File: src/rtl/vga_sync.sv
// VGA timing generator: divides the system clock down to a pixel strobe, walks
// horizontal/vertical counters through one full frame, and produces registered
// active-low syncs plus a visible-area flag that gates the renderer's colour.
module vga_sync #(
    parameter int H_DISPLAY = 640,
    parameter int H_FRONT   = 16,
    parameter int H_SYNC    = 96,
    parameter int H_BACK    = 48,
    parameter int V_DISPLAY = 480,
    parameter int V_FRONT   = 10,
    parameter int V_SYNC    = 2,
    parameter int V_BACK    = 33,
    parameter int CLK_DIV   = 4
) (
    input  logic        clk,
    input  logic        reset,
    input  logic [7:0]  rgb_in,
    output logic [10:0] x,
    output logic [10:0] y,
    output logic        p_tick,
    output logic        video_on,
    output logic        hsync,
    output logic        vsync,
    output logic        frame_tick,
    output logic [7:0]  rgb_out
);

    localparam int H_TOTAL = H_DISPLAY + H_FRONT + H_SYNC + H_BACK;
    localparam int V_TOTAL = V_DISPLAY + V_FRONT + V_SYNC + V_BACK;

    localparam logic [10:0] H_MAX    = 11'(H_TOTAL - 1);
    localparam logic [10:0] V_MAX    = 11'(V_TOTAL - 1);
    localparam logic [10:0] H_VIS    = 11'(H_DISPLAY);
    localparam logic [10:0] V_VIS    = 11'(V_DISPLAY);
    localparam logic [10:0] HS_START = 11'(H_DISPLAY + H_FRONT);
    localparam logic [10:0] HS_END   = 11'(H_DISPLAY + H_FRONT + H_SYNC - 1);
    localparam logic [10:0] VS_START = 11'(V_DISPLAY + V_FRONT);
    localparam logic [10:0] VS_END   = 11'(V_DISPLAY + V_FRONT + V_SYNC - 1);

    // A divide-by-one still needs a one-bit register; it simply stays at zero.
    localparam int                DIV_W   = (CLK_DIV > 1) ? $clog2(CLK_DIV) : 1;
    localparam logic [DIV_W-1:0] DIV_MAX = DIV_W'(CLK_DIV - 1);

    logic [DIV_W-1:0] div_cnt;
    logic [10:0]      h_cnt;
    logic [10:0]      v_cnt;
    logic             h_last;
    logic             v_last;

    // Clock divider: counts 0..CLK_DIV-1 and wraps.
    // NOTE: sequential state uses non-blocking assignments so every register
    // samples the pre-edge values of the others, independent of block order.
    always_ff @(posedge clk or negedge reset) begin
        if (!reset) begin
            div_cnt <= '0;
        end else if (div_cnt == DIV_MAX) begin
            div_cnt <= '0;
        end else begin
            div_cnt <= div_cnt + 1'b1;
        end
    end

    assign p_tick = (div_cnt == DIV_MAX);
    assign h_last = (h_cnt == H_MAX);
    assign v_last = (v_cnt == V_MAX);

    // Horizontal counter: one step per pixel strobe, wraps at end of line.
    always_ff @(posedge clk or negedge reset) begin
        if (!reset) begin
            h_cnt <= '0;
        end else if (p_tick) begin
            h_cnt <= h_last ? 11'd0 : h_cnt + 11'd1;
        end
    end

    // Vertical counter: one step per completed line, wraps at end of frame.
    always_ff @(posedge clk or negedge reset) begin
        if (!reset) begin
            v_cnt <= '0;
        end else if (p_tick && h_last) begin
            v_cnt <= v_last ? 11'd0 : v_cnt + 11'd1;
        end
    end

    // Sync and visible-area flags, registered one clk behind x/y so they line
    // up with the renderer's registered colour.
    always_ff @(posedge clk or negedge reset) begin
        if (!reset) begin
            hsync    <= 1'b1;
            vsync    <= 1'b1;
            video_on <= 1'b0;
        end else begin
            hsync    <= !((h_cnt >= HS_START) && (h_cnt <= HS_END));
            vsync    <= !((v_cnt >= VS_START) && (v_cnt <= VS_END));
            video_on <= (h_cnt < H_VIS) && (v_cnt < V_VIS);
        end
    end

    // Blank the colour outside the visible area.
    // NOTE: every combinational output is assigned on all paths (here via a
    // full ternary) so no latch is inferred.
    always_comb begin
        rgb_out = video_on ? rgb_in : 8'h00;
    end

    assign x          = h_cnt;
    assign y          = v_cnt;
    assign frame_tick = p_tick && h_last && v_last;

endmodule

File: config.mk
export PLATFORM = sky130hd
export DESIGN_NAME = vga_sync
export DESIGN_NICKNAME = d
export VERILOG_FILES = /design/src/rtl/vga_sync.sv
export SDC_FILE = /design/constraint.sdc
export NUM_CORES = 1
export LEC_CHECK = 0
export ABC_CLOCK_PERIOD_IN_PS = 2710
export CORE_ASPECT_RATIO = 0.9
export CORE_MARGIN = 2
export CORE_UTILIZATION = 46
export CTS_CLUSTER_DIAMETER = 120
export DETAILED_ROUTE_END_ITERATION = 8
export PLACE_DENSITY = 0.86
export REMOVE_ABC_BUFFERS = 1
export SETUP_SLACK_MARGIN = 0.3
export SYNTH_ARGS = -nofsm -noshare
export SYNTH_HDL_FRONTEND = slang
export SYNTH_SLANG_ARGS = --single-unit
export TNS_END_PERCENT = 50
File: constraint.sdc
create_clock -name clk -period 2.71 [get_ports clk]
set_input_delay 0.542 -clock clk [delete_from_list [all_inputs] [get_ports clk]]
set_output_delay 0.542 -clock clk [all_outputs]
set_load 0.005 [all_outputs]
Word-level counts from Yosys, hierarchy flattened

Index checks and enable logic that the tools add are counted.

Bits in registers: 27
Memories kept: 0
Output and inout bits: 35
Bits in latches: 0
Memory bits (read-only): 0
RAM bits: 0

Add/subtract/negate cells: 3
Magnitude comparators: 6
Eq/ne operators: 3
Shift operators: 0
Div/mod/pow operators: 0
Mux-type cells: 4
$mul: 0
Bitwise gates (word level): 0
Reduce and logical (&&, ||, !) cells: 7

Operators with widths:

| cell                                                                 | number |
|---|---|
| adder 11 x 1 -> 11 bit (second input constant)                       | 2 |
| == test 11 x 10 -> 1 bit (second input constant)                     | 2 |
| 2-to-1 mux 11 bit                                                    | 2 |
| greater-or-equal comparator 11 x 10 -> 1 bit (second input constant) | 1 |
| greater-or-equal comparator 11 x 9 -> 1 bit (second input constant)  | 1 |
| <= comparator 11 x 10 -> 1 bit (second input constant)               | 1 |
| <= comparator 11 x 9 -> 1 bit (second input constant)                | 1 |
| less-than comparator 11 x 10 -> 1 bit (second input constant)        | 1 |
| less-than comparator 11 x 9 -> 1 bit (second input constant)         | 1 |
| 2-to-1 mux 8 bit                                                     | 1 |
| logical AND 1 bit                                                    | 5 |
| adder 2 x 1 -> 2 bit (second input constant)                         | 1 |
| == test 2 bit (second input constant)                                | 1 |
| logical NOT 1 bit                                                    | 2 |
| 2-to-1 mux 2 bit                                                     | 1 |

Longest topological paths before layout

Gate-level depths: netlist (run 1).

Depth in word-level cells: 3
Gate-level depth with buffers: 7
Mapped depth without buffers: 6

Worst setup path after synthesis (run 1)

Ideal clock, no wire load.

Path type: reg2out
From: reg h_cnt[5] (netlist: x[5])
To: out frame_tick
Stages on the path, launching flop included: 6
Data arrival time: 1.692 ns
Path slack: 0.476 ns
Required time: 2.168 ns
Cell sequence: dfrtp_1 > buf_6 > or4b_4 > nor4_1 > buf_2 > and2_1

Word-level cells in the longest chain between the ends: 3

RTL lines:

| element                         | line | RTL |
|---|---|---|
| start, declared                 | 45   | `logic [10:0] h_cnt;` |
| start signal, assigned          | 72   | `h_cnt <= h_last ? 11'd0 : h_cnt + 11'd1;` |
| == test 11 x 10 -> 1 bit        | 64   | `assign h_last = (h_cnt == H_MAX);` |
| logical AND 1 bit (2 in series) | 108  | `assign frame_tick = p_tick && h_last && v_last;` |
| end, declared                   | 24   | `output logic frame_tick,` |

No other way between the ends.

Final worst setup path (run 1)

From: reg h_cnt[10] (netlist: x[10])
To: out frame_tick

The elaborated chain is that of the path after synthesis.

==> results of run 1 <==
[logic make-up after synthesis]
family / after synthesis / synth area share, %
xor+xnor: 8 / 4.78
fa+ha+maj: 4 / 3.42
compound gates: 24 / 10.6
simple gates: 73 / 28.8
buf+inv: 10 / 3.67
mux: 3 / 2.48
flops: 27 / 46.3
[how the worst max path moves through the flow]
stage | start | to | slack, ps | cells past startpoint
floorplan | x[6] | frame_tick | 130 | 3
global placement | x[6] | frame_tick | 280 | 4
detailed placement | x[6] | frame_tick | 250 | 4
CTS | y[1] | frame_tick | 320 | 6
global route | x[10] | frame_tick | 280 | 4
finish | x[10] | frame_tick | 350 | 4
[placed cells by master (no fill, tap or decap), types with 5 or more instances in the layout]
cell type	count
sky130_fd_sc_hd__nand3_1	8
sky130_fd_sc_hd__clkdlybuf4s50_1	43
sky130_fd_sc_hd__inv_1	5
sky130_fd_sc_hd__dfrtp_1	25
sky130_fd_sc_hd__a22o_1	6
sky130_fd_sc_hd__buf_4	16
sky130_fd_sc_hd__o21ai_0	12
sky130_fd_sc_hd__and2_1	11
sky130_fd_sc_hd__nor3_1	8
sky130_fd_sc_hd__nand4_1	7
sky130_fd_sc_hd__xnor2_1	5
sky130_fd_sc_hd__nor2_1	14
sky130_fd_sc_hd__nand2_1	9
[timing repair]
| item | CTS | global route |
|---|---|---|
| gates resized for setup | 5 | 5 |
| setup buffers | 4 | 3 |
| pin swaps | 3 | 4 |
| setup endpoints to repair | 1 | 1 |
| cloned | 0 | 0 |
[sequential cells by signal, summed over array words and instances (netlist names)]
signal,flops
vsync,1
y,11
x,11
hsync,1
div_cnt,2
video_on,1
[metrics by stage]
stage / std cells / total power (µW) / cell area, µm² / util [%] / setup slack, ps
after floorplan: 144 / 416 / 1430 / - / 134
after global placement: 239 / 449 / 1990 / 65.4 / 277
after detailed placement: 239 / 450 / 1990 / 65.4 / 255
after CTS: 247 / 621 / 2080 / 68.2 / 322
after global routing: 250 / 647 / 2100 / 69.1 / 280
final: 250 / 619 / 2100 / 69.1 / 346
[per-layer routing]
metal	track usage (%)	vias up	share of wire, %
li1	-	657	-
met1	27.3	678	38
met2	42.1	95	51
met3	4.14	12	9.4
met4	5.59	0	1.7
met5	0	-	0
[final cells by class]
type,count,area share (%)
clock buffers,4,1.25
repair buffers,60,26.4
flip-flops and latches,27,32.2
well taps,42,2.50
multi-input cells,112,36.7
inverters,5,0.892
[where the power goes]
group	total (µW)	switching, µW	internal [µW]
Sequential	403	0	403
Clock	177	120	57.7
Combinational	38.9	13.8	25.1
Total	619	133	486
[critical path: stages (launching register included)]
cell	delay (ps)
sky130_fd_sc_hd__dfrtp_1	410
sky130_fd_sc_hd__or4b_4	560
sky130_fd_sc_hd__nor4_4	270
sky130_fd_sc_hd__and2_1	160
sky130_fd_sc_hd__buf_2	100
==> summary.md, run 1 <==
| Metric | Value |
|---|---|
| Fraction of layout cells with a size suffix above 1 | `15.9%` |
| Antenna cell count | `0` |
| Die Height | `57.5 µm` |
| Port-buffer cells | `44` |
| I/O pin count | `45` |
| Post-DRT Antenna Nets | `0` |
| Number of clock buffers inserted by TritonCTS | `3` |
| Most used flip-flop cell after synthesis | `sky130_fd_sc_hd__dfrtp_1` |
| Leading cell types by total area after synthesis | `sky130_fd_sc_hd__dfrtp_1, sky130_fd_sc_hd__and2_1, sky130_fd_sc_hd__o21ai_0` |
| WL per Instance | `15.8 µm` |
| Outcome | `complete, no violations` |
| Vias per inst | `5.77` |
| Critical path class | `flop to output port` |
| Crit. End Element | `output port` |
| Maximum fanout along the worst path | `2` |
| Cell row count | `19` |
| Number of fill cells | `251` |
| Clk sink count | `27` |
| R2R Path Start | `x[10]` |
| Global-route wire length before repair | `6610 µm` |
| Initial antenna violation count | `0` |
| Final weighted congestion of routability-driven global placement | `0.860` |
| Start point of the worst min-delay path | `div_cnt[0]` |
| Number of DRC violations after detailed routing | `0` |
| Max Freq | `423 MHz` |
| Reg2Reg Depth | `5` |
| Die Span X | `63.5 µm` |
| Post-layout min period | `2360 ps` |
| Number of enable-type register cells in the synthesized netlist | `0` |
| Synthesized instance count | `149` |
| Insertion delay to the later sink of the worst-skew pair | `320 ps` |
| Detailed placer's ending HPWL | `2900 µm` |
| Starting utilization of the core area | `48.1%` |
| Deepest level of the CTS H-tree | `1` |
| Arrival time reported for the critical path endpoint | `1820 ps` |
| Overflow left after global routing | `0` |
| Cell taking the most area after synthesis | `sky130_fd_sc_hd__dfrtp_1` |
| Asr flop ratio synth | `100%` |
| Endpoint with the worst hold slack | `div_cnt[0]` |
| Clock Path Buffers | `2` |
| Cell at the root of the clock tree | `sky130_fd_sc_hd__clkbuf_4` |
| Slack of the worst reg-to-reg path | `500 ps` |
| Most common library cells after synthesis | `sky130_fd_sc_hd__dfrtp_1, sky130_fd_sc_hd__nor2_1, sky130_fd_sc_hd__o21ai_0` |
| Endpoint of the lowest-slack register-to-register path | `x[8]` |
| Area share of the largest cell type after synthesis | `42.7%` |
| Depth of the worst hold-timing path | `1` |
| Core region area | `3040 µm²` |
| Synthesis warning total | `0` |
| Number of nets in the final layout | `223` |
| CTS hold repair buffers | `0` |
| Ratio of total power to cell area | `294 nW/µm²` |
| Peak supply drop | `0.189 mV` |
| Worst hold margin | `444 ps` |
| Syn avg cell area | `9.83 µm²` |
| Clock tree skew after final layout | `1.67 ps` |
| Clock-pin slew of the registers on the worst-case setup and hold paths | `140 ps` |
| Share of the cycle needed by the critical path after routing | `87.2%` |
| Crit path launch type | `flop` |
| Endpoints failing setup | `0` |
| Number of synthesized register bits | `27` |
| Aggregate global-route resource usage | `22.7%` |
| Overall die area | `3650 µm²` |
| Path type of the worst min-delay path | `flop to flop` |
| Max-slew violations | `0` |
| Total count of hold-check failures in the final report | `0` |
| Routed vias | `1442` |
| Netlist cell types | `36` |
| Register Area | `678 µm²` |
| Mapped Area | `1470 µm²` |
| Pin count of the biggest net entering global routing | `28` |
| Worst relative slew slack | `75.6%` |
| Leakage power of the design | `0.000870 µW` |
| CP Data Required Time | `2170 ps` |
| Number of global-route vias before repair | `1412` |
| TritonCTS clock tree | `built` |
| Most repeated cell in the gate-level netlist after synthesis | `sky130_fd_sc_hd__dfrtp_1` |
| Number of detailed-routing iterations run before antenna repair | `4` |
| Setup repair after global routing missed its margin | `true` |
| Max-Cap Viols | `0` |
| Area of the multi-input gates | `772 µm²` |
| Final wirelength | `3940 µm` |
| Setup TNS | `0 ps` |
| DR iter-0 viols | `62` |
| Share of synthesized area occupied by flip-flops and latches | `46.3%` |
| Layout-stage area growth over the synthesis result | `43.6%` |
| Transition at the pin with the smallest max-transition slack | `365 ps` |
Power figures use the tool's default switching activity.
==> inputs of run 2 (changes only) <==
- ABC_CLOCK_PERIOD_IN_PS: 2710 -> 2570
- clock period: 2.71 -> 2.57 ns (I/O delays scaled with it)
==> run 2 against run 1 <==
Against the previous run: sequential cell count is the same; via count shrank 2.4%; sequential share of layout area grew 0.12 points.
==> summary.md, run 2 (synthesized netlist as in run 1, its figures left out) <==
| Metric | Value |
|---|---|
| Outcome | `complete, no violations` |
| Cell row count | `19 (unchanged)` |
| Deepest level of the CTS H-tree | `1 (unchanged)` |
| CP Launch Point | `x[10]` |
| R2R Path Start | `x[10]` |
| Post-layout min period | `2260 ps` |
| Start point of the worst min-delay path | `div_cnt[0]` |
| Initial antenna violation count | `0 (unchanged)` |
| Number of nets in the final layout | `222 (-0.45%)` |
| Total count of hold-check failures in the final report | `0 (unchanged)` |
| Clock Path Buffers | `2 (unchanged)` |
| Reg2Reg Depth | `5 (unchanged)` |
| Commonest non-fill, non-tap cells in the layout | `sky130_fd_sc_hd__clkdlybuf4s50_1, sky130_fd_sc_hd__dfrtp_1, sky130_fd_sc_hd__buf_4, sky130_fd_sc_hd__nor2_1, sky130_fd_sc_hd__o21ai_0` |
| Layout-stage area growth over the synthesis result | `43.3%` |
| Crit path launch type | `flop` |
| Worst relative slew slack | `76.7% (+1.0 points)` |
| Maximum fanout along the worst path | `2 (unchanged)` |
| Number of detailed-routing iterations run before antenna repair | `4 (unchanged)` |
| Detailed placer's ending HPWL | `2850 µm (-1.9%)` |
| Core region area | `3040 µm² (unchanged)` |
| Max Freq | `442 MHz` |
| Final wirelength | `3890 µm (-1.3%)` |
| Fraction of layout cells with a size suffix above 1 | `15.9% (+0.077 points)` |
| Antenna cell count | `0 (unchanged)` |
| Clk sink count | `27 (unchanged)` |
| Instance area at placement | `1990 µm² (unchanged)` |
| Critical path class | `flop to output port` |
| Number of clock buffers inserted by TritonCTS | `3 (unchanged)` |
| Clock tree skew after final layout | `8.95 ps (+7.28 ps)` |
| Ratio of total power to cell area | `311 nW/µm² (+5.5%)` |
| Setup repair after global routing missed its margin | `true` |
| Die Span X | `63.5 µm (unchanged)` |
| Setup TNS | `0 ps (unchanged)` |
| Clock-pin slew of the registers on the worst-case setup and hold paths | `150 ps (about the same)` |
| Overall power consumption | `652 µW (+5.3%)` |
| Die Height | `57.5 µm (unchanged)` |
| Post-DRT Antenna Nets | `0 (unchanged)` |
| Leakage power of the design | `0.000864 µW (-0.69%)` |
| Insertion delay to the later sink of the worst-skew pair | `330 ps (about the same)` |
| Number of DRC violations after detailed routing | `0 (unchanged)` |
| Routed vias | `1408 (-2.4%)` |
| Global-route wire length before repair | `6390 µm (-3.3%)` |
| Endpoint with the worst hold slack | `div_cnt[0]` |
| Final instance area | `2100 µm² (-0.18%)` |
| Number of global-route vias before repair | `1375 (-2.6%)` |
| DR iter-0 viols | `57 (-8.1%)` |
| Aggregate global-route resource usage | `22.2% (-0.51 points)` |
| Overall die area | `3650 µm² (unchanged)` |
| Depth of the worst hold-timing path | `1 (unchanged)` |
| Arrival time reported for the critical path endpoint | `1750 ps (-70 ps)` |
| Path type of the worst min-delay path | `flop to flop` |
| Crit. End Element | `output port` |
| Max-slew violations | `0 (unchanged)` |
| Overflow left after global routing | `0 (unchanged)` |
| Cell at the root of the clock tree | `sky130_fd_sc_hd__clkbuf_4` |
| I/O pin count | `45 (unchanged)` |
| Max-Cap Viols | `0 (unchanged)` |
| Endpoints failing setup | `0 (unchanged)` |
| Final weighted congestion of routability-driven global placement | `0.843 (-2.0%)` |
| TritonCTS clock tree | `built` |
| Vias per inst | `5.65 (-2.0%)` |
| Port-buffer cells | `44 (unchanged)` |
| Pin count of the biggest net entering global routing | `28 (unchanged)` |
| Transition at the pin with the smallest max-transition slack | `350 ps (-15.2 ps)` |
| Final core utilization | `69.0% (-0.12 points)` |
| Slack of the worst reg-to-reg path | `340 ps (-160 ps)` |
| Endpoint of the lowest-slack register-to-register path | `x[8]` |
| Peak supply drop | `0.191 mV (+1.1%)` |
| Share of the cycle needed by the critical path after routing | `88.0%` |
| WL per Instance | `15.6 µm (-0.90%)` |
| CP Data Required Time | `2060 ps (-110 ps)` |
| Most common library cell in the layout ignoring fill and taps | `sky130_fd_sc_hd__clkdlybuf4s50_1` |
| Starting utilization of the core area | `48.1% (unchanged)` |
[run 2: critical path, cell delays in order, from the launching register on]
cell                      delay, ps
sky130_fd_sc_hd__dfrtp_1        430
sky130_fd_sc_hd__or4b_4         570
sky130_fd_sc_hd__nor4_4         160
sky130_fd_sc_hd__and2_1         150
sky130_fd_sc_hd__buf_2          100
[run 2: layout make-up]
type	count	area, µm²
flip-flops and latches	27	679
clock buffers	4	26.3
inverters	5	18.8
well taps	42	52.6
repair buffers	59	548
multi-input cells	112	774
fillers	248	943
[run 2: how the worst max path moves through the flow]
| stage | end | slack (ps) | cells past startpoint |
|---|---|---|---|
| floorplan | frame_tick | 20 | 3 |
| finish | frame_tick | 310 | 4 |
| global placement | frame_tick | 170 | 4 |
| detailed placement | frame_tick | 100 | 4 |
| global route | frame_tick | 210 | 5 |
| CTS | frame_tick | 330 | 4 |
[run 2: metal layers]
metal	vias up	GRT usage (%)	routed length, µm
li1	656	-	-
met3	4	4.54	266
met4	0	5.59	43
met2	63	40.6	1980
met5	-	0	0
met1	685	26.8	1600
[run 2: timing repair]
| item | CTS | global route |
|---|---|---|
| setup buffers | 6 | 0 |
| cloned | 0 | 0 |
| resized for setup | 10 | 1 |
| setup endpoints to repair | 1 | 2 |
| hold buffers | 0 | 0 |
| pin swaps | 4 | 0 |
| endpoints found under the hold margin | 0 | 0 |
[run 2: report_power, final]
part	switching, µW	total (µW)	internal, µW
Clock	125	186	60.9
Combinational	14.5	41.0	26.5
Sequential	0	425	425
Total	140	652	512
[run 2: through the flow]
stage	instances	setup WS, ps	hold slack [ps]
after floorplan	144	21.6	218
after global placement	239	167	422
after detailed placement	239	105	434
after CTS	249	333	452
after global routing	249	215	494
final	249	309	447
==> inputs of run 3 (changes only) <==
- ABC_AREA: not set -> 1
- CORE_UTILIZATION: 46 -> 48
==> run 3 against run 2 <==
Against the previous run: hold slack worse by 5.7 ps; highest routed layer unchanged; largest cell class unchanged; design area is 5.7% higher; final cell count grew 29%; critical path type unchanged.
==> summary.md, run 3 <==
| Metric | Value |
|---|---|
| Setup TNS | `0 ps (unchanged)` |
| Number of detailed-routing iterations run before antenna repair | `4 (unchanged)` |
| Cell at the root of the clock tree | `sky130_fd_sc_hd__clkbuf_8` |
| Synth Area in Simple Gates | `36.4% (+7.6 points)` |
| Adder-Cell Fraction of Synth Area | `2.96% (-0.45 points)` |
| Post-DRT Antenna Nets | `0 (unchanged)` |
| Number of nets in the final layout | `292 (+32%)` |
| Mapped Area | `1690 µm² (+15%)` |
| Register Area | `678 µm² (-0.18%)` |
| Highest routed layer | `met4` |
| Max-Cap Viols | `0 (unchanged)` |
| Setup repair after global routing missed its margin | `false` |
| Pin count of the biggest net entering global routing | `28 (unchanged)` |
| Cell taking the most area after synthesis | `sky130_fd_sc_hd__dfrtp_1` |
| Routed wl met2 | `1580 µm (-21%)` |
| Area share of the largest cell type after synthesis | `37.0% (-5.7 points)` |
| Share of synthesized area occupied by flip-flops and latches | `40.1% (-6.1 points)` |
| Starting utilization of the core area | `50.0% (+1.9 points)` |
| WL per Instance | `11.0 µm (-30%)` |
| Peak supply drop | `0.236 mV (+24%)` |
| Post-Route M1 WL | `1620 µm (+1.8%)` |
| Leakage power of the design | `0.00109 µW (+26%)` |
| Critical path class | `flop to output port` |
| Fraction of layout cells with a size suffix above 1 | `11.9% (-4.0 points)` |
| Overall die area | `4010 µm² (+9.8%)` |
| Area of the multi-input gates | `826 µm² (+6.6%)` |
| Crit. End Element | `output port` |
| Clk sink count | `27 (unchanged)` |
| Die Span X | `66.5 µm (+4.8%)` |
| Vias per inst | `4.94 (-13%)` |
| Deepest level of the CTS H-tree | `1 (unchanged)` |
| Layout-stage area growth over the synthesis result | `31.4%` |
| Detailed placer's ending HPWL | `2650 µm (-7.1%)` |
| Number of global-route vias before repair | `1336 (-2.8%)` |
| Instance area at placement | `2160 µm² (+8.5%)` |
| Worst hold margin | `442 ps (-5.71 ps)` |
| Number of synthesized register bits | `27 (unchanged)` |
| Global-route wire length before repair | `5830 µm (-8.7%)` |
| Number of DRC violations after detailed routing | `0 (unchanged)` |
| Worst relative slew slack | `74.9% (-1.8 points)` |
| Synth Area in XOR/XNOR | `3.11% (-1.7 points)` |
| Syn avg cell area | `7.34 µm² (-25%)` |
| CP Data Required Time | `2060 ps (about the same)` |
| Commonest non-fill, non-tap cells in the layout | `sky130_fd_sc_hd__nand2_1, sky130_fd_sc_hd__clkdlybuf4s50_1, sky130_fd_sc_hd__inv_1, sky130_fd_sc_hd__dfrtp_1, sky130_fd_sc_hd__nor2_1` |
| Compound-gate portion of the synthesized area | `6.44% (-4.1 points)` |
| Final instance area | `2220 µm² (+5.7%)` |
| Cell row count | `20 (+1)` |
| Most common library cells after synthesis | `sky130_fd_sc_hd__nand2_1, sky130_fd_sc_hd__inv_1, sky130_fd_sc_hd__dfrtp_1` |
| Number of clock buffers inserted by TritonCTS | `3 (unchanged)` |
| Final wirelength | `3530 µm (-9.4%)` |
| Most repeated cell in the gate-level netlist after synthesis | `sky130_fd_sc_hd__nand2_1` |
| Worst Slack Setup Final | `387 ps (+77.8 ps)` |
| Final weighted congestion of routability-driven global placement | `0.855 (+1.5%)` |
| Synthesized instance count | `230 (+54%)` |
| Transition at the pin with the smallest max-transition slack | `374 ps (+23.8 ps)` |
| Clock Path Buffers | `2 (unchanged)` |
| Fraction of synthesized area in multiplexers | `0% (-2.5 points)` |
| Endpoints failing setup | `0 (unchanged)` |
| Total count of hold-check failures in the final report | `0 (unchanged)` |
| Clock tree skew after final layout | `6.54 ps (-2.42 ps)` |
| Aggregate global-route resource usage | `19.2% (-2.9 points)` |
| Ratio of total power to cell area | `319 nW/µm² (+2.7%)` |
| Most common library cell in the layout ignoring fill and taps | `sky130_fd_sc_hd__nand2_1` |
| Initial antenna violation count | `0 (unchanged)` |
| Max-slew violations | `0 (unchanged)` |
| Most used flip-flop cell after synthesis | `sky130_fd_sc_hd__dfrtp_1` |
| Post-layout min period | `2180 ps (-77.8 ps)` |
| Maximum fanout along the worst path | `3 (+1)` |
| Share of the cycle needed by the critical path after routing | `84.9% (-3.0 points)` |
| Combinational family with the most area after synthesis | `simple AND/OR/NAND/NOR gates` |
| Clock-pin slew of the registers on the worst-case setup and hold paths | `90 ps (-60 ps)` |
| Arrival time reported for the critical path endpoint | `1670 ps (-80 ps)` |
| Die Height | `60.3 µm (+4.8%)` |
| Port-buffer cells | `44 (unchanged)` |
| Routed vias | `1587 (+13%)` |
| Synthesis warning total | `0 (unchanged)` |
| TritonCTS clock tree | `built` |
| Leading cell types by total area after synthesis | `sky130_fd_sc_hd__dfrtp_1, sky130_fd_sc_hd__nand2_1, sky130_fd_sc_hd__inv_1` |
| Asr flop ratio synth | `100% (unchanged)` |
| Core region area | `3380 µm² (+11%)` |
| Netlist cell types | `28 (-22%)` |
| Crit path launch type | `flop` |
| Outcome | `complete, no violations` |
| Insertion delay to the later sink of the worst-skew pair | `280 ps (-50 ps)` |
| Path type of the worst min-delay path | `flop to flop` |
| Overall power consumption | `708 µW (+8.5%)` |
| Overflow left after global routing | `0 (unchanged)` |
| I/O pin count | `45 (unchanged)` |
| Antenna cell count | `0 (unchanged)` |
| Number of enable-type register cells in the synthesized netlist | `0 (unchanged)` |
| DR iter-0 viols | `50 (-12%)` |
| Wire length on met3 | `275 µm (+3.4%)` |
| CTS hold repair buffers | `0 (unchanged)` |
| Pre-CTS worst setup slack | `464 ps (+359 ps)` |
| Max Freq | `458 MHz (+3.6%)` |
| Number of fill cells | `285 (+15%)` |
[run 3: cells by family after synthesis]
group           count (synthesis)
fa+ha+maj                       4
compound gates                 16
simple gates                  134
buf+inv                        43
flops                          27
xor+xnor                        6
[run 3: worst paths after layout]
check,startpoint,cells after the start,end,slack [ps]
setup / recovery,x[0],6,frame_tick,390
hold / removal,div_cnt[0],1,div_cnt[0],440
setup reg to reg,x[0],8,y[0],1050
hold reg to reg,div_cnt[0],1,div_cnt[0],440
max in group asynchronous,reset,2,vsync,1670
min in group asynchronous,reset,2,x[0],590
[run 3: where the power goes]
part | leakage, µW | internal [µW] | switching (µW)
Combinational | 0.000714 | 25.5 | 15.3
Clock | 0.0000228 | 111 | 131
Sequential | 0.000351 | 425 | 0
[run 3: stage by stage]
step / utilization, % / instances
2_1_floorplan: - / 224
3_3_place_gp: 64.0 / 315
3_5_place_dp: 64.0 / 315
4_1_cts: 65.7 / 321
5_1_grt: 65.7 / 321
6_report: 65.7 / 321
[run 3: layer usage]
layer  track usage, %  vias to the layer above
met2             32.0                       56
met5                0                        -
li1                 -                      811
met1             25.5                      715
met3             3.20                        5
met4             6.71                        0
[run 3: timing repair]
action                     4_1_cts  5_1_grt
gates resized for setup          1        0
setup endpoints to repair        1        0
setup buffers                    2        0
[run 3: final cells by class]
cell class | instances | share of cell area (%)
Sequential cell | 27 | 30.6
Timing Repair Buffer | 49 | 21.5
Multi-Input combinational cell | 160 | 37.2
Clock buffer | 4 | 2.03
Inverter | 37 | 6.26
Tap cell | 44 | 2.48
[run 3: worst max-delay path: stages, from the launching register on]
cell and delay (ps):
sky130_fd_sc_hd__dfrtp_1 380, sky130_fd_sc_hd__ha_1 190, sky130_fd_sc_hd__nand3_2 130, sky130_fd_sc_hd__nor2_4 140, sky130_fd_sc_hd__nand3_4 90, sky130_fd_sc_hd__nor3_2 210, sky130_fd_sc_hd__dlygate4sd2_1 260
